File: config.mk
export PLATFORM = sky130hd
export DESIGN_NAME = reg_status_file
export DESIGN_NICKNAME = d
export VERILOG_FILES = /design/src/rtl/reg_status_file.sv
export SDC_FILE = /design/constraint.sdc
export NUM_CORES = 1
export LEC_CHECK = 0
export ABC_AREA = 1
export CORE_MARGIN = 5
export CORE_UTILIZATION = 70
export DETAILED_ROUTE_END_ITERATION = 10
export DONT_BUFFER_PORTS = 1
export MAX_ROUTING_LAYER = met4
export PLACE_DENSITY = 0.89
export SYNTH_ARGS = -nofsm -noshare
export SYNTH_HDL_FRONTEND = slang
export SYNTH_SLANG_ARGS = --single-unit
File: constraint.sdc
create_clock -name CLK -period 15 [get_ports CLK]
set_input_delay 3 -clock CLK [delete_from_list [all_inputs] [get_ports CLK]]
set_output_delay 3 -clock CLK [all_outputs]
set_load 0.01 [all_outputs]
File: src/rtl/reg_status_file.sv
// Architectural register file with per-register rename tags, CDB snoop,
// same-cycle read forwarding, flush and busy count.
//
// Ports:
//   CLK, CLR            clock (rising) / async active-high reset
//   issue_en/rd/tag/data  rename (tag!=0) or plain write (tag==0) of issue_rd
//   rd_en, rd0/1_num    capture two source operands (registered, 1-cycle latency)
//   rd0/1_tag, rd0/1_data  sampled tag (0 = data valid) and value
//   cdb_valid/tag/data  result broadcast; releases every reg waiting on cdb_tag
//   flush               clear all tags, data kept
//   busy_cnt            number of registers with a nonzero tag
module reg_status_file #(
  parameter  int DATA_W = 16,
  parameter  int NREG   = 8,
  parameter  int TAG_W  = 3,
  localparam int IDX_W  = $clog2(NREG)
) (
  input  logic              CLK,
  input  logic              CLR,
  input  logic              issue_en,
  input  logic [IDX_W-1:0]  issue_rd,
  input  logic [TAG_W-1:0]  issue_tag,
  input  logic [DATA_W-1:0] issue_data,
  input  logic              rd_en,
  input  logic [IDX_W-1:0]  rd0_num,
  input  logic [IDX_W-1:0]  rd1_num,
  output logic [TAG_W-1:0]  rd0_tag,
  output logic [DATA_W-1:0] rd0_data,
  output logic [TAG_W-1:0]  rd1_tag,
  output logic [DATA_W-1:0] rd1_data,
  input  logic              cdb_valid,
  input  logic [TAG_W-1:0]  cdb_tag,
  input  logic [DATA_W-1:0] cdb_data,
  input  logic              flush,
  output logic [IDX_W:0]    busy_cnt
);

  logic [DATA_W-1:0] regs_q [NREG];
  logic [DATA_W-1:0] regs_d [NREG];
  logic [TAG_W-1:0]  tag_q  [NREG];
  logic [TAG_W-1:0]  tag_d  [NREG];

  logic [TAG_W-1:0]  rd0_tag_q, rd0_tag_d;
  logic [TAG_W-1:0]  rd1_tag_q, rd1_tag_d;
  logic [DATA_W-1:0] rd0_data_q, rd0_data_d;
  logic [DATA_W-1:0] rd1_data_q, rd1_data_d;
  logic [IDX_W:0]    busy_q, busy_d;

  always_comb begin
    regs_d     = regs_q;
    tag_d      = tag_q;
    rd0_tag_d  = rd0_tag_q;
    rd1_tag_d  = rd1_tag_q;
    rd0_data_d = rd0_data_q;
    rd1_data_d = rd1_data_q;
    busy_d     = '0;

    if (cdb_valid && cdb_tag != '0) begin
      for (int i = 0; i < NREG; i++) begin
        if (tag_q[i] == cdb_tag) begin
          regs_d[i] = cdb_data;
          tag_d[i]  = '0;
        end
      end
    end

    // Reads see the CDB release but not this cycle's rename.
    if (rd_en) begin
      rd0_tag_d = tag_d[rd0_num];
      rd1_tag_d = tag_d[rd1_num];
      if (tag_d[rd0_num] == '0)
        rd0_data_d = regs_d[rd0_num];
      if (tag_d[rd1_num] == '0)
        rd1_data_d = regs_d[rd1_num];
    end

    if (issue_en) begin
      tag_d[issue_rd] = issue_tag;
      if (issue_tag == '0)
        regs_d[issue_rd] = issue_data;
    end

    if (flush) begin
      for (int i = 0; i < NREG; i++)
        tag_d[i] = '0;
    end

    for (int i = 0; i < NREG; i++) begin
      if (tag_d[i] != '0)
        busy_d = busy_d + (IDX_W+1)'(1);
    end
  end

  always_ff @(posedge CLK or posedge CLR) begin
    if (CLR) begin
      for (int i = 0; i < NREG; i++) begin
        regs_q[i] <= '0;
        tag_q[i]  <= '0;
      end
      rd0_tag_q  <= '0;
      rd1_tag_q  <= '0;
      rd0_data_q <= '0;
      rd1_data_q <= '0;
      busy_q     <= '0;
    end else begin
      regs_q     <= regs_d;
      tag_q      <= tag_d;
      rd0_tag_q  <= rd0_tag_d;
      rd1_tag_q  <= rd1_tag_d;
      rd0_data_q <= rd0_data_d;
      rd1_data_q <= rd1_data_d;
      busy_q     <= busy_d;
    end
  end

  assign rd0_tag  = rd0_tag_q;
  assign rd1_tag  = rd1_tag_q;
  assign rd0_data = rd0_data_q;
  assign rd1_data = rd1_data_q;
  assign busy_cnt = busy_q;

endmodule

==> summary.md, run 1 <==
| Metric | Value |
|---|---|
| Status | `finished clean` |
| Num Clock Sinks | `~190` |
| Hpwl dp | `~26000 um` |
| # nets final | `~1800` |
| Sw Ratio | `roughly a third` |
| Final setup violating endpoints | `0` |
| Remaining antenna violation count | `0` |
| CTS clk-pin slew, worst paths | `roughly 0.07 ns` |
| Fmax | `around 0.14 GHz` |
| Seq/Total Area, Yosys | `just under 40%` |
| Worst setup SP type | `primary input` |
| Crit path top cell by count | `nand2_1` |
| Final WL | `40900 um` |
| Worst path required time | `15.34 ns` |
| P_leak | `between 6 and 7 nW` |
| Maxcap violations | `0` |
| Met3 usage | `between 15 and 20%` |
| Worst skew pair latency | `between 0.4 and 0.5 ns` |
| Worst-margin pin slew | `around 1.2 ns` |
| Power, Total | `roughly 1.7 mW` |
| Root Driver | `clkbuf_16` |
| Crit Path Max Fanout | `22` |
| Core area | `0.0174 mm^2` |
| IO Pins | `95` |
| WP depth | `28` |
| Yosys cell types | `49` |
| Clock power share | `29.2%` |
| Most used DFF post-synth | `dfrtp_1` |
| Synth-to-layout area growth | `4.63%` |
| Crit-path slowest cell | `nand2_1` |
| Clock Path Buffers | `2` |
| Final hold viol count | `0` |
| Crit path buffers/inverters | `2` |
| First-pass GRT wire length | `64700 um` |
| Max Slew Vio Count | `0` |
| Main combinational cell family by area after synthesis | `simple AND/OR/NAND/NOR gates` |
| Cell-internal power | `around 1.1 mW` |
| Number of synthesized flops with an enable pin | `0` |
| GPL Wtd Cong | `approximately 1.0` |
| Met2 Usage GRT | `about 59%` |
| Post-CTS Repair Setup Buffers | `0` |
| Gr usage total | `approximately two fifths` |
| Worst reg2reg path depth | `26` |
| Drt drc | `0` |
| Largest net degree at the start of global routing | `135` |
| PwrDens | `130 mW/mm^2` |
| GRT Max-Usage Layer | `met2` |
| Cts bufs inserted | `17` |
| Layout cells sized above 1 | `a little over 7%` |
| Worst min-delay path class | `reg2reg` |
| CTS tree | `done` |
| Syn nets | `roughly 1900` |
| Mapped Area | `approximately 0.012 mm^2` |
| Worst vdd ir | `about 0.1 mV` |
| Asr flop ratio synth | `100%` |
| Synthesized area per cell | `about 6.8 um^2` |
| Post-route minimum period | `roughly 7 ns` |
| Vias | `roughly 13000` |
| Final TNS setup | `0 ns` |
| Via density | `~6.5` |
| Worst Path Arrival | `between 7 and 8 ns` |
| Logic gate share of total power | `between 20% and 30%` |
| Fin crit share | `roughly 47%` |
| Worst Skew | `between 0.01 and 0.015 ns` |
| Worst path top cell family by delay | `simple AND/OR/NAND/NOR gates` |
| Routed length per placed instance | `between 20 and 25 um` |
| CP Capture Type | `flop` |
| Synth Area in Adders | `0.706%` |
| Sw Pwr | `approximately 0.59 mW` |
| Post-synthesis mux area share | `less than 1%` |
| Ys Warns | `0` |
| Slew Limit Headroom | `18.6%` |
| Slowest Stage Delay on Critical Path | `just over 0.6 ns` |
| Die area | `a little over 0.02 mm^2` |
| GR Util met1 | `53.1%` |
| DR pass1 iterations | `7` |
| Unrepaired setup endpoints after global routing | `no` |
| PortBufs | `0` |
| Hold Slack | `0.572 ns` |
| Total grt overflow | `0` |
| Htree depth | `4` |
| Yosys reg bits | `between 150 and 200` |
| Synth Area in Simple Gates | `about a quarter` |
| Post_cts resized | `0` |
| # rows | `48` |
| CP Class | `in2reg` |
| Vias in the first global route | `between 10000 and 15000` |
| Hold Path Stages | `1` |
| Die X | `between 100 and 150 um` |
| Initial Utilization | `71.5%` |
| Die H | `~140 um` |
| # hold bufs at CTS | `0` |
| Initial antenna violation count | `2` |
| Cells after synthesis | `between 1500 and 2000` |
| Iteration-0 DRC Markers | `about 1900` |
| Reg power frac | `~44%` |
| XOR/XNOR Fraction of Synth Area | `1.06%` |
| Synth Area in Compound Gates | `around a quarter` |
| Layout Utilization | `between 70% and 80%` |
==> placed cells by master, fill, tap and decap left out, types with 4 or more instances in the layout <==
cell type  synthesis  final
dfrtp_1          194    194
nand2_1          462    462
buf_4              0     16
or2_2             17     17
clkinv_1           3      5
nand4_1            4      4
ha_1               7      7
bufinv_16          0      4
a31oi_1           18     18
nor2_2             7      6
inv_1            159    156
nor2_4             4      5
o211ai_1          40     40
o21ai_1           14     14
nand3_1           41     41
nand2_2           18     18
nand3_2            6      6
inv_2             14     14
nor2_1           172    172
xor2_1            12     12
nor3_1             8      8
o21ai_0          374    374
o21bai_1           4      4
clkbuf_16          0     17
a21oi_1           98     98
==> path summary, 6_finish.rpt <==
path,slack (ns),from,to
min reg2reg,0.57,rd1_tag[2]$_DFFE_PP0P_,rd1_tag[2]$_DFFE_PP0P_
max reg2reg,10.23,tag_q[20]$_DFF_PP0_,busy_cnt[1]$_DFF_PP0_
max in group asynchronous,11.04,CLR,regs_q[108]$_DFF_PP0_
min,0.57,rd1_tag[2]$_DFFE_PP0P_,rd1_tag[2]$_DFFE_PP0P_
min in group asynchronous,2.57,CLR,rd0_data[1]$_DFFE_PP0P_
max,8.01,cdb_tag[2],busy_cnt[1]$_DFF_PP0_
==> cell families (layout without fill, tap and decap cells) <==
logic type               count (synthesis)  after routing
adder cells (fa/ha/maj)                  7              7
AND/OR/NAND/NOR                        752            752
flip-flops                             194            194
multiplexers                             3              3
AO/OA/AOI/OAI                          564            564
buffers and inverters                  291            224
other                                    0              2
XOR/XNOR                                15             15
==> through the flow <==
step                area [um^2]  setup WS [ns]  cells
floorplan                 12400           6.72   1826
global placement          12300           7.87   1953
detailed placement        12300           7.67   1953
CTS                       13000           8.11   1984
global route              13000           7.71   1986
finish                    13000           8.01   1986
==> cell usage after synthesis (3+ instances only) <==
cell | n | area share [%]
nand2_1 | 462 | 14
o21ai_0 | 374 | 15
dfrtp_1 | 194 | 39
nor2_1 | 172 | 5.2
inv_1 | 159 | 4.8
a21oi_1 | 98 | 4.0
clkbuf_1 | 92 | 2.8
nand3_1 | 41 | 1.7
o211ai_1 | 40 | 2.4
a31oi_1 | 18 | 0.91
nand2_2 | 18 | 0.91
or2_2 | 17 | 0.86
inv_2 | 14 | 0.42
o21ai_1 | 14 | 0.56
xor2_1 | 12 | 0.85
buf_1 | 10 | 0.30
buf_2 | 8 | 0.32
nor3_1 | 8 | 0.32
ha_1 | 7 | 0.71
nor2_2 | 7 | 0.35
nand3_2 | 6 | 0.48
buf_6 | 4 | 0.36
nand4_1 | 4 | 0.20
nor2_4 | 4 | 0.36
o21bai_1 | 4 | 0.24
clkinv_1 | 3 | 0.091
mux2i_1 | 3 | 0.24
nor3_2 | 3 | 0.24
o2bb2ai_1 | 3 | 0.21
xnor2_1 | 3 | 0.21
==> final cells by class <==
cell class	count	area (um^2)
multi-input combinational	1341	6420
timing repair buffer	16	120
inverter	177	674
sequential	194	4850
fill	1363	4380
clock inverter	12	180
tap	225	282
antenna	2	5.00
clock buffer	19	443
==> sequential cells by signal (all words and copies together) (netlist names) <==
name,flops
regs_q,128
tag_q,24
rd0_data,16
rd1_data,16
busy_cnt,4
rd0_tag,3
rd1_tag,3
==> worst reg2reg max path: cells and delay by family (launching register included) <==
kind,cells,cell delay (ns)
DFF,1,0.42
buffers and inverters,2,0.15
and+or+nand+nor,16,2.35
AOI/OAI and AO/OA,3,0.52
adders and majority gates,4,1.09
xor gates and xnor gates,1,0.16
==> per-layer routing <==
layer / vias to the layer above / part of all wire, %
li1: 5815 / -
met4: 0 / 5.1
met3: 245 / 18
met2: 1081 / 41
met5: - / 0
met1: 5691 / 36
==> power groups by stage <==
stage                     logic (mW)  registers [mW]  clock network [mW]
after CTS                      0.443           0.735               0.489
final                          0.456           0.738               0.493
after floorplan                0.357           0.719                   0
after detailed placement       0.437           0.744                   0
after global placement         0.415           0.738                   0
after global routing           0.522           0.750               0.512
No activity file was read; power rests on OpenSTA's default activity.
==> run 2, diff against run 1 <==
CORE_UTILIZATION = 59   (was 70)
PLACE_DENSITY = 0.81   (was 0.89)
clock period = 5.7 ns   (was 15 ns; I/O delays follow)
==> summary.md, run 2 (synthesis results as in run 1) <==
| Metric | Value |
|---|---|
| Logic gate share of total power | `27.2%` |
| Final WL | `41300 um` |
| Final TNS setup | `0 ns` |
| Drt drc | `0` |
| Largest net degree at the start of global routing | `~140` |
| # nets final | `1813` |
| Via density | `~6` |
| Crit Path Max Fanout | `24` |
| Core area | `between 0.02 and 0.025 mm^2` |
| CTS tree | `done` |
| Worst min-delay path class | `reg2reg` |
| Num Clock Sinks | `~190` |
| Sw Pwr | `1.52 mW` |
| # hold bufs at CTS | `0` |
| Cell-internal power | `2.84 mW` |
| Final hold viol count | `0` |
| Sw Ratio | `a little over a third` |
| Unrepaired setup endpoints after global routing | `no` |
| Layout cells sized above 1 | `under 10%` |
| Maxcap violations | `0` |
| # rows | `53` |
| Die H | `155 um` |
| Post_cts resized | `0` |
| Post-route minimum period | `between 4 and 5 ns` |
| PwrDens | `between 300 and 400 mW/mm^2` |
| Worst-margin pin slew | `1.25 ns` |
| Critical path cell sequence | `inv_1 > o21ai_1 > inv_1 > nand2_1 > nand3_1 > inv_1 > ha_1 > inv_1 > nand4_1 > nand2_2 > nand2_2 > o211ai_1 > ha_1 > or2_1 > nand2_1 > nor2_1 > a21oi_1 > o21a_1 > ha_1 > nand2_1 > nand2_1 > ha_1 > nand2_1 > nand2_1` |
| Synth-to-layout area growth | `5.24%` |
| Root Driver | `clkbuf_16` |
| Clock power share | `between 20 and 30%` |
| Vias in the first global route | `approximately 12000` |
| CTS clk-pin slew, worst paths | `0.07 ns` |
| Top reg by flops | `regs_q` |
| Worst Skew | `0.00844 ns` |
| Initial Utilization | `between 50% and 60%` |
| Final setup violating endpoints | `0` |
| Fmax | `0.224 GHz` |
| Initial antenna violation count | `1` |
| Max Slew Vio Count | `0` |
| Status | `finished clean` |
| Register area | `about 0.0049 mm^2` |
| Worst setup SP type | `primary input` |
| First-pass GRT wire length | `about 64000 um` |
| Remaining antenna violation count | `0` |
| Crit path top cell by count | `nand2_1` |
| Clock Path Buffers | `2` |
| Commonest non-fill, non-tap cells in the layout | `462 x nand2_1, 374 x o21ai_0, 194 x dfrtp_1, 172 x nor2_1, 156 x inv_1` |
| Worst Path Arrival | `~4.8 ns` |
| Cts bufs inserted | `17` |
| Total grt overflow | `0` |
| CP Class | `in2reg` |
| Fin crit share | `78.4%` |
| Layout fillers | `between 1500 and 2000` |
| Htree depth | `4` |
| P_leak | `6.23 nW` |
| DR pass1 iterations | `7` |
| CP Capture Type | `flop` |
| Multi-input gate area | `0.00641 mm^2` |
| Worst skew pair latency | `approximately 0.44 ns` |
| Slew Limit Headroom | `between 10% and 20%` |
| Max reg flops | `128` |
| Crit-path slowest cell | `inv_1` |
| Worst path required time | `approximately 6.0 ns` |
| Hold Slack | `between 0.5 and 0.6 ns` |
| Post-CTS Repair Setup Buffers | `0` |
| Hpwl dp | `approximately 25000 um` |
| Routed length per placed instance | `20.2 um` |
| Reg power frac | `44.3%` |
| Die area | `0.0240 mm^2` |
| PortBufs | `0` |
| IO Pins | `95` |
| Gr usage total | `about a third` |
| Most common cell after layout, fill and taps aside | `nand2_1` |
| Iteration-0 DRC Markers | `roughly 1800` |
| Die X | `roughly 150 um` |
| Worst vdd ir | `0.211 mV` |
| GPL Wtd Cong | `just under 1` |
| Vias | `~13000` |
| Slowest Stage Delay on Critical Path | `0.43 ns` |
| Biggest regs | `regs_q: 128 flops, tag_q: 24 flops` |
## run 2: cell count changes in the layout (fill, tap and decap cells not counted), sizes merged
cell	delta
diode	-1
clkbuf	-1
clkinvlp	+2
buf	+6
clkinv	-1
bufinv	-1
## run 2: final cells by class
cell class	count	share of cell area [%]
Timing Repair Buffer	22	1.36
Multi-Input combinational cell	1341	49.1
Tap cell	275	2.64
Antenna cell	1	0.0192
Clock buffer	18	3.29
Clock inverter	12	1.23
Inverter	177	5.14
Sequential cell	194	37.2
## run 2: power by group through the flow
| stage | clock (mW) | combinational (mW) | sequential [mW] |
|---|---|---|---|
| final | 1.24 | 1.18 | 1.93 |
| after global routing | 1.30 | 1.36 | 1.96 |
| after CTS | 1.24 | 1.16 | 1.93 |
| after detailed placement | 0 | 1.14 | 1.95 |
| after global placement | 0 | 1.10 | 1.94 |
| after floorplan | 0 | 0.939 | 1.89 |
## run 2: path summary, 6_finish.rpt
| check | start | end | slack [ns] | depth (start not counted) |
|---|---|---|---|---|
| worst max-delay path | flush | busy_cnt[1]$_DFF_PP0_ | 1.23 | 24 |
| worst min-delay path | rd1_tag[2]$_DFFE_PP0P_ | rd1_tag[2]$_DFFE_PP0P_ | 0.55 | 1 |
| worst max register to register | tag_q[23]$_DFF_PP0_ | busy_cnt[1]$_DFF_PP0_ | 1.66 | 28 |
| worst min register to register | rd1_tag[2]$_DFFE_PP0P_ | rd1_tag[2]$_DFFE_PP0P_ | 0.55 | 1 |
| max in group asynchronous | CLR | regs_q[30]$_DFF_PP0_ | 4.33 | 2 |
| min in group asynchronous | CLR | rd0_data[6]$_DFFE_PP0P_ | 0.79 | 2 |
## run 2: metrics by stage
step	instance area, um^2	power [mW]	utilization (%)	setup slack (ns)	cells
floorplan	12400	2.83	-	1.10	1826
global placement	12500	3.03	59.7	1.00	2009
detailed placement	12500	3.09	59.7	0.842	2009
CTS	13100	4.33	62.5	1.28	2039
global route	13100	4.62	62.5	0.921	2040
finish	13100	4.36	62.5	1.23	2040
## run 2: routing by layer
layer / global-route usage [%] / wire length, um / up-vias
met5: - / 0 / -
li1: - / - / 5816
met3: 9.76 / 5970 / 166
met2: 51.7 / 17800 / 934
met4: 12.1 / 1550 / 0
met1: 46.4 / 15900 / 5642
## run 2: worst max-delay path, delay by kind of cell
kind | cells | cell delay (ns)
buf+inv | 4 | 0.66
fa+ha+maj | 4 | 1.08
compound gates | 4 | 0.61
simple gates | 12 | 1.29
